[config.mk]
export PLATFORM = sky130hd
export DESIGN_NAME = bcd_key_encoder
export DESIGN_NICKNAME = d
export VERILOG_FILES = /design/src/rtl/bcd_key_enc_pkg.sv /design/src/rtl/bcd_prio_enc.sv /design/src/rtl/bcd_key_encoder.sv
export SDC_FILE = /design/constraint.sdc
export NUM_CORES = 1
export LEC_CHECK = 0
export BUFFER_PORTS_ARGS = -buffer_cell sky130_fd_sc_hd__buf_4
export CORE_MARGIN = 2
export CORE_UTILIZATION = 60
export DETAILED_ROUTE_END_ITERATION = 16
export GPL_TIMING_DRIVEN = 1
export HOLD_SLACK_MARGIN = 0.08
export PLACE_DENSITY_LB_ADDON = 0.2
export SLEW_MARGIN = 5
export SYNTH_ARGS = -nofsm -noshare
export SYNTH_HDL_FRONTEND = slang
export SYNTH_SLANG_ARGS = --single-unit
export TNS_END_PERCENT = 30
[constraint.sdc]
create_clock -name clk -period 3.5 [get_ports clk]
set_input_delay 0.35 -clock clk [delete_from_list [all_inputs] [get_ports clk]]
set_output_delay 0.35 -clock clk [all_outputs]
set_load 0.05 [all_outputs]
[src/rtl/bcd_key_enc_pkg.sv]
// bcd_key_enc_pkg: shared FSM state encoding and no-key code for the BCD key encoder
package bcd_key_enc_pkg;
  typedef enum logic [1:0] {IDLE, DEBOUNCE, PRESSED, RELEASE} state_t;
  localparam logic [3:0] NONE = 4'hF;
endpackage

[src/rtl/bcd_prio_enc.sv]
// bcd_prio_enc: active-low 10-key priority encoder, highest pressed index wins, NONE when idle
module bcd_prio_enc
  import bcd_key_enc_pkg::*;
(
  input  logic [9:0] key_l,
  output logic [3:0] code
);
  always_comb begin
    code = NONE;
    for (int i = 0; i < 10; i++) code = key_l[i] ? code : 4'(i);
  end
endmodule

[src/rtl/bcd_key_encoder.sv]
// bcd_key_encoder: debounced 10-key to BCD encoder with valid/ready output and sticky overrun.
// Define BCD_KEY_ENC_REPEAT_EN to re-issue a held key every REPEAT_CYCLES cycles.
module bcd_key_encoder
  import bcd_key_enc_pkg::*;
#(
  parameter int DEB_CYCLES    = 16,
  parameter int REPEAT_CYCLES = 1000
) (
  input  logic       clk,
  input  logic       rst,
  input  logic [9:0] key_l,
  output logic [3:0] bcd,
  output logic       bcd_valid,
  input  logic       bcd_ready,
  output logic       key_down,
  output logic       overrun
);
  localparam logic [15:0] DEB_LAST = 16'(DEB_CYCLES - 1);
  if (DEB_CYCLES < 2 || DEB_CYCLES > 65535 || REPEAT_CYCLES < 1) begin : g_bad_param
    $error("bcd_key_encoder: parameter out of range");
  end
  logic [9:0] sync1, sync2;
  logic [3:0] code, cand, cand_n;
  logic [15:0] cnt, cnt_n;
  state_t state, state_n;
  logic deb_accept, accept, slot_free;
  always_ff @(posedge clk or posedge rst)
    if (rst) begin
      sync1 <= '1;
      sync2 <= '1;
    end else begin
      sync1 <= key_l;
      sync2 <= sync1;
    end
  bcd_prio_enc u_enc (.key_l(sync2), .code(code));
  always_ff @(posedge clk or posedge rst)
    if (rst) state <= IDLE;
    else state <= state_n;
  always_comb begin
    state_n = state;
    cnt_n = cnt;
    cand_n = cand;
    deb_accept = 1'b0;
    unique case (state)
      IDLE: if (code != NONE) begin
        cand_n = code;
        cnt_n = '0;
        state_n = DEBOUNCE;
      end
      DEBOUNCE: if (code == NONE) state_n = IDLE;
        else if (code != cand) begin
          cand_n = code;
          cnt_n = '0;
        end else if (cnt == DEB_LAST) begin
          deb_accept = 1'b1;
          state_n = PRESSED;
        end else cnt_n = cnt + 16'd1;
      PRESSED: if (code != cand) begin
        cnt_n = '0;
        state_n = RELEASE;
      end
      RELEASE: if (code != NONE) begin
        cnt_n = '0;
        state_n = PRESSED;
      end else if (cnt == DEB_LAST) state_n = IDLE;
        else cnt_n = cnt + 16'd1;
    endcase
  end
  always_comb key_down = state == PRESSED || state == RELEASE;
`ifdef BCD_KEY_ENC_REPEAT_EN
  logic [31:0] rep_cnt;
  logic rep_hold, rep_fire;
  assign rep_hold = state == PRESSED && state_n == PRESSED;
  assign rep_fire = rep_hold && rep_cnt == 32'(REPEAT_CYCLES - 1);
  always_ff @(posedge clk or posedge rst)
    if (rst) rep_cnt <= '0;
    else rep_cnt <= rep_hold && !rep_fire ? rep_cnt + 32'd1 : '0;
  assign accept = deb_accept | rep_fire;
`else
  assign accept = deb_accept;
`endif
  // a transfer in the accept cycle frees the slot, so back-to-back digits are not lost
  assign slot_free = !bcd_valid || bcd_ready;
  always_ff @(posedge clk or posedge rst)
    if (rst) begin
      cnt <= '0;
      cand <= NONE;
      bcd <= '0;
      bcd_valid <= 1'b0;
      overrun <= 1'b0;
    end else begin
      cnt <= cnt_n;
      cand <= cand_n;
      bcd <= accept && slot_free ? cand : bcd;
      bcd_valid <= accept || (bcd_valid && !bcd_ready);
      overrun <= overrun || (accept && !slot_free);
    end
endmodule
=== Word-level counts from Yosys, hierarchy flattened ===
Cells that the tools add are included.

* Flip-flop bits (word level): 48
* Bits of input ports: 13

* Add/sub/neg operators: 1
* Equality and inequality tests: 14
* Multiplexer cells: 33
* Reduce and logical (&&, ||, !) cells: 15

{| class="wikitable"
|+ Operators by type and width
! operator !! count
|-
| 2-to-1 mux 16 bit || 6
|-
| one-hot mux 16 bit (4 select lines) || 1
|-
| 2-to-1 mux 4 bit || 13
|-
| adder 16 x 1 -> 16 bit (second input constant) || 1
|-
| == test 16 x 4 -> 1 bit (second input constant) || 1
|-
| 2-to-1 mux 2 bit || 7
|-
| inequality test 3 bit (second input constant) || 3
|-
| inequality test 2 bit (second input constant) || 4
|-
| one-hot mux 2 bit (4 select lines) || 1
|-
| one-hot mux 4 bit (2 select lines) || 1
|-
| AND reduction 5 bit || 1
|-
| == test 2 bit (second input constant) || 2
|-
| == test 4 bit (second input constant) || 1
|-
| logical OR 1 bit || 4
|-
| 2-to-1 mux 1 bit || 4
|-
| inequality test 4 bit || 1
|-
| inequality test 4 bit (second input constant) || 1
|-
| AND reduction 4 bit || 1
|-
| logical AND 1 bit || 3
|-
| zero test 1 bit || 3
|-
| AND reduction 3 bit || 1
|-
| == test 2 x 1 -> 1 bit (second input constant) || 1
|-
| zero test 2 bit || 1
|-
| nonzero test 2 bit || 1
|}

=== Logic depth before layout (Yosys ltp) ===
Gate-level depths: netlist (run 1).

* Depth in word-level cells: 16
* Depth in mapped cells: 9

=== Modules after synthesis ===
A second synthesis (run 1) with hierarchy kept.

* Cell total of the unflattened synthesis: 185
* Area total of the unflattened synthesis: 2139.6 um^2

{| class="wikitable"
|+ By module, submodules not included
! module !! times used !! cells an instance !! area each (um^2) !! sequential area each (um^2)
|-
| bcd_key_encoder || 1 || 168 || 2033.2 || 1231.2
|-
| bcd_prio_enc || 1 || 17 || 106.4 || 0.0
|}

=== Worst setup path before layout (run 1) ===
No wires, ideal clock.

* Kind: flip-flop to flip-flop
* Start point: register sync2[6]
* End point: register bcd[0]
* Setup time: 0.128 ns
* Arrival time: 2.127 ns
* Data required time: 3.372 ns
* Setup slack: 1.245 ns
* Stages on the path, launching flop included: 9
* Path buffers: 1
* Cell sequence: dfstp_2 > nand4_1 > or2_1 > buf_6 > a211oi_2 > o22ai_1 > nor4b_2 > nand3_2 > mux2_1

* Longest elaborated chain between the ends: 9
* Elaborated cells on any way between the ends: 10
* Those cells by class: 2 x eq/ne; 7 x mux; 1 x reduce/logical

{| class="wikitable"
|+ Ends and longest elaborated chain
! element !! RTL line !! source
|-
| start, declared || bcd_key_encoder.sv:22 || <nowiki>logic [9:0] sync1, sync2;</nowiki>
|-
| start signal, assigned || bcd_key_encoder.sv:33 || <nowiki>sync2 <= sync1;</nowiki>
|-
| 2-to-1 mux 4 bit * (4 in series) || bcd_prio_enc.sv:10 || <nowiki>for (int i = 0; i < 10; i++) code = key_l[i] ? code : 4'(i);</nowiki>
|-
| inequality test 4 bit || bcd_key_encoder.sv:51 || <nowiki>else if (code != cand) begin</nowiki>
|-
| 2-to-1 mux 1 bit || bcd_key_encoder.sv:51 ||
|-
| 2-to-1 mux 1 bit * || bcd_key_encoder.sv:50 || <nowiki>DEBOUNCE: if (code == NONE) state_n = IDLE;</nowiki>
|-
| 2-to-1 mux 1 bit * || bcd_key_encoder.sv:44 || <nowiki>unique case (state)</nowiki>
|-
| logical AND 1 bit * || bcd_key_encoder.sv:94 || <nowiki>bcd <= accept && slot_free ? cand : bcd;</nowiki>
|-
| end signal, assigned || bcd_key_encoder.sv:94 ||
|-
| end, declared || bcd_key_encoder.sv:12 || <nowiki>output logic [3:0] bcd,</nowiki>
|}

Mark *: on every way between the ends. The rest lies on a longest branch, timed or not.
A chain may end at the register's enable or synchronous reset.

=== Worst setup path after layout (run 1) ===
* Start point: register sync2[7]
* End point: register cnt[15]

* Longest elaborated chain between the ends: 7
* Elaborated cells on any way between the ends: 14
* Those cells by class: 6 x eq/ne; 7 x mux; 1 x reduce/logical

{| class="wikitable"
|+ Ends and longest elaborated chain
! element !! RTL line !! source
|-
| 2-to-1 mux 4 bit * (3 in series) || bcd_prio_enc.sv:10 ||
|-
| inequality test 4 bit || bcd_key_encoder.sv:51, bcd_key_encoder.sv:58 ||
|-
| 2-to-1 mux 16 bit || bcd_key_encoder.sv:51 ||
|-
| 2-to-1 mux 16 bit || bcd_key_encoder.sv:50 ||
|-
| one-hot mux 16 bit (4 select lines) || bcd_key_encoder.sv:44 ||
|-
| end signal, assigned || bcd_key_encoder.sv:92 || <nowiki>cnt <= cnt_n;</nowiki>
|-
| end, declared || bcd_key_encoder.sv:24 || <nowiki>logic [15:0] cnt, cnt_n;</nowiki>
|}

Mark *: on every way between the ends. The rest lies on a longest branch, timed or not. The select of a mux whose other input is x is not followed.

==> results of run 1 <==
worst register-to-register path, stage by stage (launching register included):
cell and delay, ns:
dfstp_2 0.57, nand4_1 0.15, or2_1 0.34, a211oi_2 0.31
o221a_2 0.33, a21o_1 0.36, nor2_2 0.17, a221o_1 0.33
logic make-up (layout without fill, tap and decap cells):
| logic type | after synthesis | in the layout |
|---|---|---|
| flip-flops | 48 | 48 |
| AND/OR/NAND/NOR | 92 | 92 |
| AO/OA/AOI/OAI | 52 | 52 |
| multiplexers | 6 | 6 |
| adder cells (fa/ha/maj) | 1 | 1 |
| buffers and inverters | 13 | 34 |
Yosys cell counts (5+ instances only):
cell type  count  share of area, %
nand2_1       22               3.6
a21oi_1        9               2.0
inv_1          5              0.82
dfrtp_1       24                26
nor2_1         8               1.3
and3_1        10               2.7
nor2b_1        6               1.6
nor3_1         7               1.5
dfstp_2       24                28
nand3_1        9               2.0
a31oi_1        6               1.6
o211ai_1       6               2.0
power breakdown:
part,switching (mW),internal [mW],leakage [nW]
clock network,0.185,0.186,0.0565
logic,0.0685,0.0478,0.498
registers,0.0216,0.592,0.582
flip-flops by register name, summed over array words and instances, names as in the netlist, named ones only:
signal	cells
state	1
bcd_valid	1
sync1	10
overrun	1
bcd	4
cnt	16
sync2	10
cand	4
metal layers:
metal | track usage, % | wire length [um]
met2 | 38.26 | 2062
met4 | 8.854 | 61
met1 | 29.79 | 1931
met3 | 5.137 | 205
met5 | 0 | 0
path summary, 6_finish.rpt:
kind | start | endpoint | slack (ns) | cells past startpoint
max reg2reg | sync2[7] | cnt[15] | 0.83 | 7
max in group asynchronous | rst | sync2[3] | 2.95 | 3
max | sync2[7] | cnt[15] | 0.83 | 7
min | key_l[6] | sync1[6] | 0.15 | 1
min in group asynchronous | rst | cnt[3] | 0.17 | 3
min reg2reg | sync1[5] | sync2[5] | 0.35 | 0
area by class of cell:
| class | count | share of cell area (%) |
|---|---|---|
| Multi-Input combinational cell | 151 | 38.41 |
| Clock buffer | 6 | 3.660 |
| Clock inverter | 2 | 0.6833 |
| Sequential cell | 48 | 48.02 |
| Inverter | 5 | 0.7321 |
| Tap cell | 48 | 2.343 |
| Timing Repair Buffer | 21 | 6.149 |
stage by stage:
stage	hold WS (ns)	total power, mW	instance area (um^2)
final	0.1504	1.101	2564
after global routing	0.1304	1.150	2564
after CTS	0.1410	1.112	2564
after detailed placement	0.3468	0.7363	2452
after global placement	0.3464	0.7287	2452
after floorplan	0.3452	0.7014	2282
==> impl_metrics.json, run 1 <==
{
  "hold_path_class": "in -> reg",
  "muxShareOfSynthArea_pct": 2.961,
  "ctsResizeCount": 0,
  "final_cell_mix": "dfrtp_1, dfstp_2, nand2_1",
  "die_width_um": 65.68,
  "via_per_inst": 6.117,
  "n_antenna_cell": 0,
  "ff_latch_area_um2": 1231,
  "status": "completed",
  "max_freq_mhz": 374.7,
  "cp_num_buf_inv": 0,
  "nets": 246,
  "cp.required_ns": 3.69,
  "worstMarginPinSlew_ns": 0.5694,
  "grt_overflow": 0,
  "syn_area_um2": 2282,
  "final-setup-viol-count": 0,
  "cts_max_level": 2,
  "post-route-util_pct": 70.03,
  "ctsHoldBuffers": 0,
  "rsz0062_at_grt": "false",
  "critical_path_class": "reg -> reg",
  "critPathMaxFanout": 11,
  "synthSimpleGateAreaFrac_pct": 22.64,
  "finalSetupTns_ns": 0,
  "vias": 1719,
  "final_cell_count_no_fill": 281,
  "clock_sinks": 48,
  "areaGrowthSynthToFinish_pct": 12.34,
  "grt_pass1_vias": 1722,
  "synthDistinctLibCells": 56,
  "finalCriticalPeriod_ns": 2.669,
  "place.gp.congestion": 0.8833,
  "leakage_nw": 1.136,
  "core_um2": 3661,
  "multi_input_area_um2": 984.7,
  "dieArea_um2": 4313,
  "ir_drop_mv": 0.3410,
  "insertion_delay_ns": 0.30,
  "postCtsSetupBuffers": 0,
  "power.density_nw_per_um2": 429.6,
  "hold_violations": 0,
  "grt_max_degree": 49,
  "io_pins": 20,
  "synthAdderAreaFrac_pct": 0.5482,
  "critPathCaptureType": "flip-flop",
  "synth_enable_flop_cells": 0,
  "syn_inst": 212,
  "ys_seq_area_share_pct": 53.95,
  "dr.first_iter.drc_count": 99,
  "remaining_drc_errors": 0,
  "post_drt_wl_per_cell_um": 15.16,
  "crit_family": "compound AO/OA/AOI/OAI gates",
  "avgSynthCellArea_um2": 10.77,
  "first_pass_iters": 4,
  "cts_tree": "yes",
  "clkTransAtPathRegs_ns": 0.08,
  "crit_chain": "nand4_1, or2_1, a211oi_2, o221a_2, a21o_1, nor2_2, a221o_1",
  "root_buffer": "clkbuf_8",
  "rows": 22,
  "synth_top_family_by_area": "simple AND/OR/NAND/NOR gates",
  "place_inst": 273,
  "drv_cap": 0,
  "io_buffers": 19,
  "ys.warnings.count": 0,
  "final_layout_size_suffix_gt1_share_pct": 28.33,
  "ys_ff_latch": 48,
  "synth_compound_area_share_pct": 17.00,
  "grtUsageTotal_pct": 23.19,
  "initial_core_util_pct": 62.34,
  "slew_violations": 0,
  "synthXorXnorAreaFrac_pct": 0,
  "dominantRegCellSynth": "dfstp_2",
  "grt_pass1_wl_um": 7596,
  "routed_wl_um": 4260,
  "dpl.hpwl_um": 2972,
  "die_h_um": 65.68,
  "antenna_found_initial": 0,
  "min_period_over_period_pct": 76.25,
  "synth_nets": 226,
  "clockBufferDepth": 2,
  "cts-buffers-inserted": 5,
  "cp_slowest_cell": "dfstp_2",
  "max_stage_delay_ns": 0.57,
  "async_flop_share_pct": 100.0,
  "max_slew_margin_pct": 62.04,
  "ant_nets": 0,
  "fin_skew_ns": 0.006336,
  "nFillCells": 263,
  "worstPathArrival_ns": 2.85,
  "fin_ws_ns": 0.8312,
  "cp-start-kind": "flip-flop",
  "dpl_worst_slack_ns": 0.9112
}
No activity file was read; power rests on OpenSTA's default activity.
==> run 2: changes to the inputs <==
Settings changed: CORE_UTILIZATION 60 to 58.
Clock period 3.5 ns to 2.58 ns, I/O delays scaled along.
==> run 2 against run 1 <==
- register-to-register slack got worse by 0.69 ns
- via count increased by 4.3%
- total power rose by 35%
- sequential power is 36% higher
- count of clock-buffer cells in the layout is 1 lower
- critical path type unchanged
- worst setup slack lost 0.69 ns
- sequential cell count unchanged
- clock skew is 0.0037 ns higher
- largest power group unchanged
==> impl_metrics.json, run 2 (same netlist as run 1, synthesis figures left out) <==
{
  "cts_tree": "yes",
  "dieArea_um2": 4453,
  "slew_violations": 0,
  "grt_overflow": 0,
  "antenna_found_initial": 0,
  "finalCriticalPeriod_ns": 2.435,
  "fin_ws_ns": 0.1446,
  "place.gp.congestion": 0.9102,
  "final_common_cell": "buf_4",
  "max_slew_margin_pct": 29.93,
  "power.density_nw_per_um2": 550.7,
  "ir_drop_mv": 0.4567,
  "n_antenna_cell": 0,
  "io_pins": 20,
  "final_layout_size_suffix_gt1_share_pct": 29.44,
  "final_cell_mix": "buf_4, dfrtp_1, dfstp_2",
  "critical_path_class": "reg -> reg",
  "crit_family": "compound AO/OA/AOI/OAI gates",
  "grt_max_degree": 30,
  "die_width_um": 66.73,
  "areaGrowthSynthToFinish_pct": 18.20,
  "grt_pass1_vias": 1807,
  "cts-buffers-inserted": 5,
  "post_drt_wl_per_cell_um": 15.24,
  "dr.first_iter.drc_count": 119,
  "fin_skew_ns": 0.01001,
  "clockBufferDepth": 2,
  "clkTransAtPathRegs_ns": 0.09,
  "insertion_delay_ns": 0.31,
  "cp_slowest_cell": "dfstp_2",
  "clock_sinks": 48,
  "crit_chain": "nand4_1, or2_1, a211oi_2, o221a_2, a21o_2, nor2_4, a221o_1",
  "largest_reg_flops": 16,
  "remaining_drc_errors": 0,
  "critPathCaptureType": "flip-flop",
  "core_um2": 3716,
  "dpl.hpwl_um": 3078,
  "first_pass_iters": 4,
  "nets": 261,
  "io_buffers": 19,
  "cp.required_ns": 2.78,
  "cp-start-kind": "flip-flop",
  "critPathMaxFanout": 11,
  "drv_cap": 0,
  "via_per_inst": 6.057,
  "rows": 22,
  "finalSetupTns_ns": 0,
  "leakage_nw": 1.193,
  "hold_path_class": "in -> async",
  "grtUsageTotal_pct": 23.91,
  "whs_ns": 0.07144,
  "grt_pass1_wl_um": 7900,
  "min_period_over_period_pct": 94.40,
  "dpl_worst_slack_ns": 0.02181,
  "status": "completed",
  "final-setup-viol-count": 0,
  "die_h_um": 66.73,
  "max_stage_delay_ns": 0.57,
  "vias": 1793,
  "cp_num_buf_inv": 0,
  "top_register": "cnt",
  "initial_core_util_pct": 61.41,
  "ant_nets": 0,
  "worstPathArrival_ns": 2.63,
  "max_freq_mhz": 410.6,
  "post-route-util_pct": 72.59,
  "top_regs": "cnt (16), sync1 (10), sync2 (10)",
  "worstMarginPinSlew_ns": 1.045,
  "cts_max_level": 2,
  "hold_violations": 0,
  "routed_wl_um": 4512,
  "root_buffer": "clkbuf_8"
}
[run 2: per-stage QoR]
step / std cells / power (mW) / instance area (um^2)
4_1_cts: 295 / 1.487 / 2678
3_3_place_gp: 277 / 0.9964 / 2482
6_report: 296 / 1.485 / 2698
2_1_floorplan: 212 / 0.9515 / 2282
5_1_grt: 296 / 1.557 / 2698
3_5_place_dp: 277 / 1.007 / 2482
[run 2: report_power, final]
| group | switching (mW) | internal [mW] | leakage [nW] | total, mW |
|---|---|---|---|---|
| clock network | 0.269 | 0.199 | 0.0491 | 0.469 |
| registers | 0.0304 | 0.803 | 0.582 | 0.834 |
| logic | 0.0993 | 0.0840 | 0.562 | 0.183 |
[run 2: worst paths after layout]
check | start | endpoint | slack [ns] | cells after the start
worst min-delay path | rst | cnt[4] | 0.07 | 2
worst max-delay path | sync2[6] | cnt[3] | 0.14 | 7
min in group clk | bcd_ready | bcd_valid | 0.27 | 3
worst max register to register | sync2[6] | cnt[3] | 0.14 | 7
worst min register to register | sync1[4] | sync2[4] | 0.35 | 0
max in group asynchronous | rst | sync1[8] | 1.72 | 3
[run 2: metal layers]
metal  GRT usage [%]  up-vias  part of all wire, %
met5               0        -                    0
met4           9.439        0                  1.6
met3           5.574        7                  4.6
met2           40.38       60                   49
met1           29.58      870                   45
li1                -      856                    -
[run 2: layout make-up]
cell class	count	area, um^2
inverter	5	18.77
timing repair buffer	36	295.3
tap	48	60.06
clock buffer	5	68.82
fill	265	1018
multi-input combinational	151	997.2
sequential	48	1231
clock inverter	3	26.28
[run 2: what timing repair did]
action | CTS | global route
endpoints found under the setup margin | 0 | 20
hold buffers | 10 | 0
setup buffers | 0 | 1
resized for setup | 0 | 4
endpoints found under the hold margin | 10 | 0
==> run 3: changes to the inputs <==
Clock period 2.58 ns to 2.4 ns, I/O delays scaled along.
==> run 3 against run 2 <==
- clock power rose by 30%
- critical path depth is the same
- global-route usage increased by 0.33 points
- die area did not move
- core utilization increased by 3.8 points
- sequential power grew 7.2%
- via count rose by 4.1%
- design area grew 5.3%
- critical path type unchanged
- critical endpoint is now bcd[3]
- largest cell class unchanged
==> impl_metrics.json, run 3 (same netlist as run 1, synthesis figures left out) <==
{
  "cts_max_level": 2,
  "dpl.hpwl_um": 3190,
  "initial_core_util_pct": 61.41,
  "hold_path_class": "in -> reg",
  "reg2reg_depth": 7,
  "core_um2": 3716,
  "p_comb_share_pct": 13.2,
  "power.density_nw_per_um2": 610.3,
  "hold_path_startpoint": "bcd_ready",
  "n_antenna_cell": 0,
  "dpl_worst_slack_ns": -0.07396,
  "max_slew_margin_pct": 38.76,
  "grt_pass1_wl_um": 8142,
  "critPathMaxFanout": 6,
  "worstPathArrival_ns": 2.53,
  "cp_num_buf_inv": 0,
  "via_per_inst": 6.118,
  "cp.required_ns": 2.59,
  "power_frac_seq_pct": 51.6,
  "grt_overflow": 0,
  "ant_nets": 0,
  "p_sw_uw": 429.4,
  "cp_slowest_cell": "dfstp_2",
  "grt_pass1_vias": 1864,
  "whs_ns": 0.2780,
  "antenna_found_initial": 0,
  "largest_reg_flops": 16,
  "die_h_um": 66.73,
  "top_regs": "cnt (16), sync1 (10), sync2 (10)",
  "crit_family": "simple AND/OR/NAND/NOR gates",
  "cp-start-kind": "flip-flop",
  "drv_cap": 0,
  "nets": 270,
  "slew_violations": 0,
  "hold_violations": 0,
  "areaGrowthSynthToFinish_pct": 24.45,
  "routed_wl_um": 4799,
  "dr.first_iter.drc_count": 212,
  "root_buffer": "clkbuf_8",
  "grt_max_degree": 28,
  "final_common_cell": "buf_4",
  "final-setup-viol-count": 0,
  "timing.rr.end": "bcd[3]",
  "max_stage_delay_ns": 0.58,
  "wl_met3_um": 276,
  "clock_sinks": 48,
  "io_pins": 20,
  "fin_skew_ns": 0.009932,
  "vias": 1866,
  "critPathCaptureType": "flip-flop",
  "p_int_mw": 1.304,
  "final_layout_size_suffix_gt1_share_pct": 33.46,
  "regToRegSetupSlack_ns": 0.06,
  "ir_drop_mv": 0.5395,
  "reg2reg_from": "sync2[7]",
  "leakage_nw": 1.266,
  "clkTransAtPathRegs_ns": 0.09,
  "remaining_drc_errors": 0,
  "finalCriticalPeriod_ns": 2.340,
  "clkPwrFrac_pct": 35.3,
  "die_width_um": 66.73,
  "min_period_over_period_pct": 97.52,
  "critical_path_class": "reg -> reg",
  "whs_endpoint": "bcd_valid",
  "status": "completed",
  "grtUsageTotal_pct": 24.24,
  "crit_chain": "nand4_1, or2_1, a211oi_2, o22ai_2, nor4b_2, nand3_2, mux2_1",
  "clockBufferDepth": 2,
  "cts-buffers-inserted": 5,
  "final_cell_mix": "buf_4, dfrtp_1, dfstp_2",
  "worstMarginPinSlew_ns": 0.9129,
  "post_drt_wl_per_cell_um": 15.73,
  "switching_share_pct": 24.77,
  "cts_tree": "yes",
  "rows": 22,
  "place.gp.congestion": 0.9031,
  "top_register": "cnt",
  "max_freq_mhz": 427.3,
  "wl_met2_um": 2348,
  "top_layer": "met4",
  "wl_met1_um": 2051,
  "dieArea_um2": 4453,
  "io_buffers": 19,
  "holdPathStages": 3,
  "insertion_delay_ns": 0.30,
  "first_pass_iters": 4,
  "fin_ws_ns": 0.05956
}
-- run 3: worst register-to-register path, stage by stage, from the launching register on --
cell and delay (ns):
dfstp_2 0.58, nand4_1 0.16, or2_1 0.28, a211oi_2 0.30
o22ai_2 0.15, nor4b_2 0.26, nand3_2 0.16, mux2_1 0.34
-- run 3: worst max-delay path by stage --
| stage | from | end | slack (ns) | depth (start not counted) |
|---|---|---|---|---|
| after floorplan | sync2[6] | bcd[0] | 0.15 | 8 |
| after global placement | cand[0] | cnt[3] | 0.07 | 7 |
| after detailed placement | cand[0] | cnt[15] | -0.07 | 7 |
| after CTS | sync2[7] | cnt[15] | 0.001 | 7 |
| after global routing | sync2[7] | bcd[0] | -0.02 | 7 |
| final | sync2[7] | bcd[3] | 0.06 | 7 |
-- run 3: layout make-up --
cell class | count | area, um^2
clock inverter | 1 | 8.758
inverter | 5 | 18.77
sequential | 48 | 1231
tap | 48 | 60.06
timing repair buffer | 45 | 365.4
multi-input combinational | 151 | 1037
clock buffer | 7 | 118.9
fill | 235 | 875.8
-- run 3: routing by layer --
layer	global-route usage, %	vias up
li1	-	873
met2	39.50	75
met4	10.46	0
met5	0	-
met1	31.44	904
met3	4.730	14
-- run 3: metrics by stage --
step | utilization [%] | TNS (ns) | cell area, um^2 | power [mW] | cells
after floorplan | - | 0 | 2282 | 1.023 | 212
after global placement | 67.81 | 0 | 2520 | 1.071 | 282
after detailed placement | 67.81 | -0.2344 | 2520 | 1.083 | 282
after CTS | 74.78 | 0 | 2779 | 1.720 | 302
after global routing | 76.43 | -0.06412 | 2840 | 1.808 | 305
final | 76.43 | 0 | 2840 | 1.733 | 305
-- run 3: timing repair --
action	CTS	global route
buffers inserted	1	3
pin swaps	2	9
hold buffers	11	0
setup endpoints to repair	6	20
endpoints found under the hold margin	25	0
gates resized for setup	3	7
-- run 3: power by group through the flow --
stage	sequential [mW]	clock, mW	combinational [mW]
2_1_floorplan	0.898	0	0.125
4_1_cts	0.896	0.626	0.199
5_1_grt	0.900	0.660	0.248
6_report	0.894	0.612	0.228
3_5_place_dp	0.909	0	0.174
3_3_place_gp	0.905	0	0.166
